==> src/rtl/fetch_unit.sv <==
// Instruction fetch stage: generates the fetch PC, reads a 1-cycle synchronous imem and
// presents one instruction/PC pair per cycle with a stall handshake and a one-entry skid.
module fetch_unit #(
  parameter logic [31:0] RESET_PC  = 32'h0000_0000,
  parameter int unsigned IMEM_AW   = 12,
  parameter logic [31:0] NOP_INSTR = 32'h0000_0013
) (
  input  logic               CLK,
  input  logic               RSTN,
  input  logic               STALL,
  input  logic               REDIRECT,
  input  logic [31:0]        REDIRECT_PC,
  output logic               IMEM_EN,
  output logic [IMEM_AW-1:0] IMEM_ADDR,
  input  logic [31:0]        IMEM_RDATA,
  output logic [31:0]        INSTRUCTION,
  output logic [31:0]        PC,
  output logic               VALID,
  output logic               MISALIGN_ERR
);

  localparam logic [0:0] BOOT = 1'b0;
  localparam logic [0:0] RUN  = 1'b1;

  logic [0:0]  state_q, state_d;
  logic [31:0] fpc_q, fpc_d;
  logic        inflight_q, inflight_d;
  logic [31:0] inflight_pc_q, inflight_pc_d;
  logic        skid_v_q, skid_v_d;
  logic [31:0] skid_instr_q, skid_instr_d;
  logic [31:0] skid_pc_q, skid_pc_d;
  logic [31:0] instr_q, instr_d;
  logic [31:0] pc_q, pc_d;
  logic        valid_q, valid_d;
  logic        misalign_q, misalign_d;
  logic        adv;
  logic        issue;

  assign adv = ~valid_q | ~STALL;
  // A word still in flight while the output is stalled will occupy the skid, so stop issuing.
  assign issue = (state_q == RUN) & ~REDIRECT & ~skid_v_q & ~(inflight_q & valid_q & STALL);

  assign IMEM_EN      = issue;
  assign IMEM_ADDR    = fpc_q[IMEM_AW+1:2];
  assign INSTRUCTION  = instr_q;
  assign PC           = pc_q;
  assign VALID        = valid_q;
  assign MISALIGN_ERR = misalign_q;

  always_comb begin
    state_d       = state_q;
    fpc_d         = fpc_q;
    inflight_d    = inflight_q;
    inflight_pc_d = inflight_pc_q;
    skid_v_d      = skid_v_q;
    skid_instr_d  = skid_instr_q;
    skid_pc_d     = skid_pc_q;
    instr_d       = instr_q;
    pc_d          = pc_q;
    valid_d       = valid_q;
    misalign_d    = misalign_q;

    if (state_q == BOOT) begin
      state_d = RUN;
    end

    if (REDIRECT) begin
      inflight_d = 1'b0;
      skid_v_d   = 1'b0;
      valid_d    = 1'b0;
      instr_d    = NOP_INSTR;
      fpc_d      = {REDIRECT_PC[31:2], 2'b00};
      if (REDIRECT_PC[1:0] != 2'b00) begin
        misalign_d = 1'b1;
      end
    end else begin
      inflight_d = issue;
      if (issue) begin
        inflight_pc_d = fpc_q;
        fpc_d         = fpc_q + 32'd4;
      end

      if (inflight_q) begin
        if (adv) begin
          instr_d = IMEM_RDATA;
          pc_d    = inflight_pc_q;
          valid_d = 1'b1;
        end else begin
          skid_instr_d = IMEM_RDATA;
          skid_pc_d    = inflight_pc_q;
          skid_v_d     = 1'b1;
        end
      end else if (adv) begin
        if (skid_v_q) begin
          instr_d  = skid_instr_q;
          pc_d     = skid_pc_q;
          valid_d  = 1'b1;
          skid_v_d = 1'b0;
        end else begin
          valid_d = 1'b0;
          instr_d = NOP_INSTR;
        end
      end
    end
  end

  always_ff @(posedge CLK or negedge RSTN) begin
    if (!RSTN) begin
      state_q       <= BOOT;
      fpc_q         <= RESET_PC;
      inflight_q    <= 1'b0;
      inflight_pc_q <= 32'd0;
      skid_v_q      <= 1'b0;
      skid_instr_q  <= NOP_INSTR;
      skid_pc_q     <= 32'd0;
      instr_q       <= NOP_INSTR;
      pc_q          <= 32'd0;
      valid_q       <= 1'b0;
      misalign_q    <= 1'b0;
    end else begin
      state_q       <= state_d;
      fpc_q         <= fpc_d;
      inflight_q    <= inflight_d;
      inflight_pc_q <= inflight_pc_d;
      skid_v_q      <= skid_v_d;
      skid_instr_q  <= skid_instr_d;
      skid_pc_q     <= skid_pc_d;
      instr_q       <= instr_d;
      pc_q          <= pc_d;
      valid_q       <= valid_d;
      misalign_q    <= misalign_d;
    end
  end

endmodule

==> config.mk <==
export PLATFORM = sky130hd
export DESIGN_NAME = fetch_unit
export DESIGN_NICKNAME = d
export VERILOG_FILES = /design/src/rtl/fetch_unit.sv
export SDC_FILE = /design/constraint.sdc
export NUM_CORES = 1
export LEC_CHECK = 0
export ABC_CLOCK_PERIOD_IN_PS = 3800
export BUFFER_PORTS_ARGS = -buffer_cell sky130_fd_sc_hd__buf_2
export CORE_MARGIN = 8
export CORE_UTILIZATION = 55
export CTS_CLUSTER_SIZE = 30
export DETAILED_ROUTE_END_ITERATION = 16
export PLACE_DENSITY = 0.79
export RECOVER_POWER = 100
export SKIP_CTS_REPAIR_TIMING = 1
export SYNTH_ARGS = -nofsm -noshare
export SYNTH_HDL_FRONTEND = slang
export SYNTH_SLANG_ARGS = --single-unit
==> constraint.sdc <==
create_clock -name CLK -period 3.8 [get_ports CLK]
set_input_delay 0.38 -clock CLK [delete_from_list [all_inputs] [get_ports CLK]]
set_output_delay 0.38 -clock CLK [all_outputs]
set_load 0.01 [all_outputs]
== Word level (Yosys, flattened, before mapping) ==
Cells that the tools add are included.
Cells by class
  add/subtract/negate cells: 1
  $mul: 0
  divide/modulo/power cells: 0
  $lt $le $gt $ge: 0
  eq/ne operators: 1
  shifts and indexed selects: 0
  muxes and demuxes: 21
  bitwise gates (word level): 12
  reduce and logical (&&, ||, !) cells: 10
Operators with widths (count)
  $mux 32: 11
  $add 32x3->32 const B: 1
  $mux 1: 10
  $reduce_bool 2->1: 4
  $not 1->1: 6
  $reduce_and 2->1: 3
  $reduce_and 3->1: 2
  $and 1x1->1: 5
  $ne 3x3->1 const B: 1
  $reduce_bool 3->1: 1
  $or 1x1->1: 1
Storage, ports and cells
  bits in registers: 197
  latch bits: 0
  bits in writable memories: 0
  bits in read-only memories: 0
  input port bits: 68
  memories: 0

== Depth between registers and ports, before layout ==
  depth after elaboration: 6
  depth in mapped cells: 8
  gate-level depth less buffers: 6

== Worst setup path before layout ==
Ideal clock, no wire load.
  path kind: register to register
  start point: reg fpc_q[2]
  end point: reg fpc_q[28]
  arrival time: 1.803 ns
  path slack: 1.928 ns
  stages on the path, launching flop included: 7
  path buffers: 0
  clock period less this slack: 1.872 ns
  path through: dfrtp_1 > ha_1 > nand4_1 > nor4_4 > nand2_4 > or4b_1 > nand3_1
On the way
  longest elaborated chain between the ends: 3
Ends and longest elaborated chain
  start, declared: RTL line 26  | logic [31:0] fpc_q, fpc_d;
  start signal, assigned: RTL line 122  | fpc_q <= fpc_d;
  $add 32x3->32: RTL line 80  | fpc_d = fpc_q + 32'd4;
  $mux 32: RTL line 78  | if (issue) begin
  $mux 32: RTL line 67  | if (REDIRECT) begin
No other way between the ends. The select of a mux whose other input is x is not followed.
A chain may end at the register's enable or synchronous reset.

== Worst setup path in the final report ==
  start point: in REDIRECT
  end point: reg skid_instr_q[23]
On the way
  longest elaborated chain between the ends: 2
Ends and longest elaborated chain
  start, declared: RTL line 11  | input logic REDIRECT,
  $not 1->1 (no source line)
  $reduce_and 3->1 (no source line)
  end signal, assigned: RTL line 126  | skid_instr_q <= skid_instr_d;
  end, declared: RTL line 30  | logic [31:0] skid_instr_q, skid_instr_d;
No other way between the ends.

==> flow_metrics.py <==
metrics = {
    "outcome": {
        "status": "finished, violations left",
        "violations": "capacitance limit, slew limit",
    },
    "route": {
        "wl_met2_mm": 8.84,
        "ant_nets": 0,
        "wl_met3_mm": 1.22,
        "wl_per_cell_um": 17.4,
        "met1Wirelength_mm": 8.85,
        "drtIter0Drc": 518,
        "first_pass_iters": 5,
        "drc_errors": 0,
        "num_vias": 6349,
        "top_layer": "met4",
        "drt-total-wl_mm": 19.2,
        "vias_per_cell": 5.77,
    },
    "critical_path": {
        "r2r_slack_ns": 0.94,
        "reg2regPathDepth": 6,
        "critical_path_class": "in2reg",
        "arrival_ns": 3.28,
        "cp-end-kind": "flop",
        "critPathLaunchType": "primary input",
        "worstPathRequired_ns": 4.11,
        "reg2reg_to": "skid_instr_q[23]",
        "crit_path_max_fanout": 40,
        "r2r-start": "inflight_q",
    },
    "cells_and_area": {
        "nets": 968,
        "postLayoutCellArea_um2": 9590,
        "syn2layout_area_growth_pct": 15.0,
        "multi_input_comb_area_um2": 3280,
        "utilization": 0.638,
        "drive_gt1_frac": 0.195,
        "fill_cells": 1276,
        "stdcell_count": 1101,
        "seq_area_um2": 4740,
    },
    "placed_design": {
        "place_area_um2": 9150,
        "dp.cells": 1068,
        "globalplace.congestion": 0.797,
        "portBuffers": 144,
        "place_ws_ns": 1.16,
        "hpwl_mm": 13.0,
    },
    "sta": {
        "clock.fmax_mhz": 336,
        "finalCriticalPeriod_ns": 2.98,
        "tightest_slew_ns": 2.02,
        "fin_crit_sh": 0.783,
        "rsz0062_at_grt": "false",
        "finalSetupViolCount": 0,
        "clock_skew_ns": 0.0123,
        "final_max_slew_viol_count": 106,
        "hold_viol": 0,
        "finalSetupTns_ns": 0,
        "whs_ns": 0.0869,
        "worst_slack_ns": 0.823,
        "relSlewSlack": -0.348,
    },
    "synthesis": {
        "postSynthAreaPerCell_um2": 10.6,
        "synth-seq-area-share": 0.568,
        "yosysWarnings": 0,
        "synth_cell_type_count": 44,
        "synth_top_cell_by_area": "dfrtp_1",
        "netlist_area_um2": 8340,
        "synth_edf_count": 0,
        "synth.top_cells.by_area": "dfrtp_1 (55%), mux2_2 (8.4%), nand2_1 (6.8%), mux2i_1 (4.2%), o21ai_0 (3.0%)",
        "synth.top_cell.area_share": 0.549,
        "ys_seq_elements": 189,
        "synth-main-ff-cell": "dfrtp_1",
        "synth_async_sr_flop_share": 1.00,
        "synth.most_common_cell": "dfrtp_1",
        "synth.cells.most_frequent": "dfrtp_1 (183), nand2_1 (151), mux2_2 (62), o21ai_0 (50), nor2_1 (46)",
        "syn_inst": 786,
    },
    "power_and_ir_drop": {
        "ir_drop_uv": 351,
        "finalPower_mw": 4.96,
        "cellPowerDensity_nw_per_um2": 517,
        "cellLeakagePower_nw": 4.41,
    },
    "run": {
        "maxCapViolCount": 2,
    },
    "die": {
        "dieArea_um2": 19400,
        "start_util": 0.555,
        "fp.dieH_um": 139,
        "fp.coreArea_um2": 15000,
        "rows": 45,
        "pin_count": 147,
        "dieWidth_um": 139,
    },
    "worst_hold_path": {
        "hold_class": "in2async",
    },
    "cts": {
        "cts_root_buf": "clkbuf_16",
        "cts_buffers": 17,
        "htree_levels": 4,
        "cts_sinks": 189,
        "clk_pin_slew_ns": 0.06,
        "clock_latency_ns": 0.43,
        "clk_path_buf_depth": 2,
        "cts_tree": "built",
    },
    "global_routing": {
        "grt_overflow": 0,
        "grt_max_degree": 122,
        "track_usage": 0.203,
        "grt_antenna_before_repair": 0,
        "grt_pass1_wl_mm": 32.2,
        "grt_pass1_vias": 6354,
    },
}
-- placed cells by master (no fill, tap or decap), types with 10 or more instances in the layout --
cell type / Yosys / routed
nand2_1: 151 / 151
a221o_1: 10 / 10
clkbuf_16: 0 / 17
nand4_1: 13 / 13
mux2i_1: 35 / 35
nor2_1: 46 / 45
a21oi_1: 37 / 37
nand3_1: 18 / 18
mux2_2: 62 / 61
dfrtp_1: 183 / 182
o21ai_0: 50 / 50
buf_2: 5 / 68
clkbuf_1: 39 / 82
a22oi_1: 32 / 32
-- metal layers --
metal / up-vias / GRT usage
met3: 20 / 0.0485
met5: - / 0
met1: 3097 / 0.277
met4: 0 / 0.0734
met2: 232 / 0.310
li1: 3000 / -
-- layout make-up --
cell class                 count  share of cell area
antenna                        1            0.000261
clock buffer                  18              0.0458
clock inverter                14              0.0164
inverter                       6             0.00235
multi-input combinational    528               0.342
sequential                   189               0.494
tap                          188              0.0245
timing repair buffer         157              0.0745
-- flip-flops by register name, summed over array words and instances (netlist names) --
signal,flops
skid_v_q,1
inflight_q,1
skid_instr_q,32
VALID,1
skid_pc_q,30
state_q,1
MISALIGN_ERR,1
fpc_q,30
INSTRUCTION,32
inflight_pc_q,30
PC,30
-- how the worst max path moves through the flow --
stage | end | startpoint | slack [ns]
final | skid_instr_q[23] | REDIRECT | 0.82
after global routing | skid_instr_q[23] | REDIRECT | 0.59
after CTS | IMEM_EN | inflight_q | 1.20
after detailed placement | skid_pc_q[2] | REDIRECT | 1.16
after global placement | skid_pc_q[3] | REDIRECT | 1.20
after floorplan | fpc_q[28] | fpc_q[2] | 1.93
-- cell families after synthesis --
family	synth area share
xor+xnor	0.00105
buf+inv	0.0390
flops	0.568
simple gates	0.146
fa+ha+maj	0.00150
other cells	0.000901
mux	0.126
compound gates	0.117
-- report_power, final --
part | switching (mW) | leakage (nW) | internal [mW] | total [mW]
combinational | 0.375 | 1.73 | 0.284 | 0.659
clock | 0.793 | 0.285 | 1.00 | 1.79
sequential | 0.213 | 2.39 | 2.29 | 2.50
total | 1.38 | 4.41 | 3.58 | 4.96
-- worst max-delay path, stage by stage --
cell	delay (ns)
buf_2	0.58
nor2_1	0.11
buf_4	0.27
nand2_1	0.73
clkbuf_2	0.77
mux2_2	0.41
Note: power is estimated with default switching activity, not from simulation.
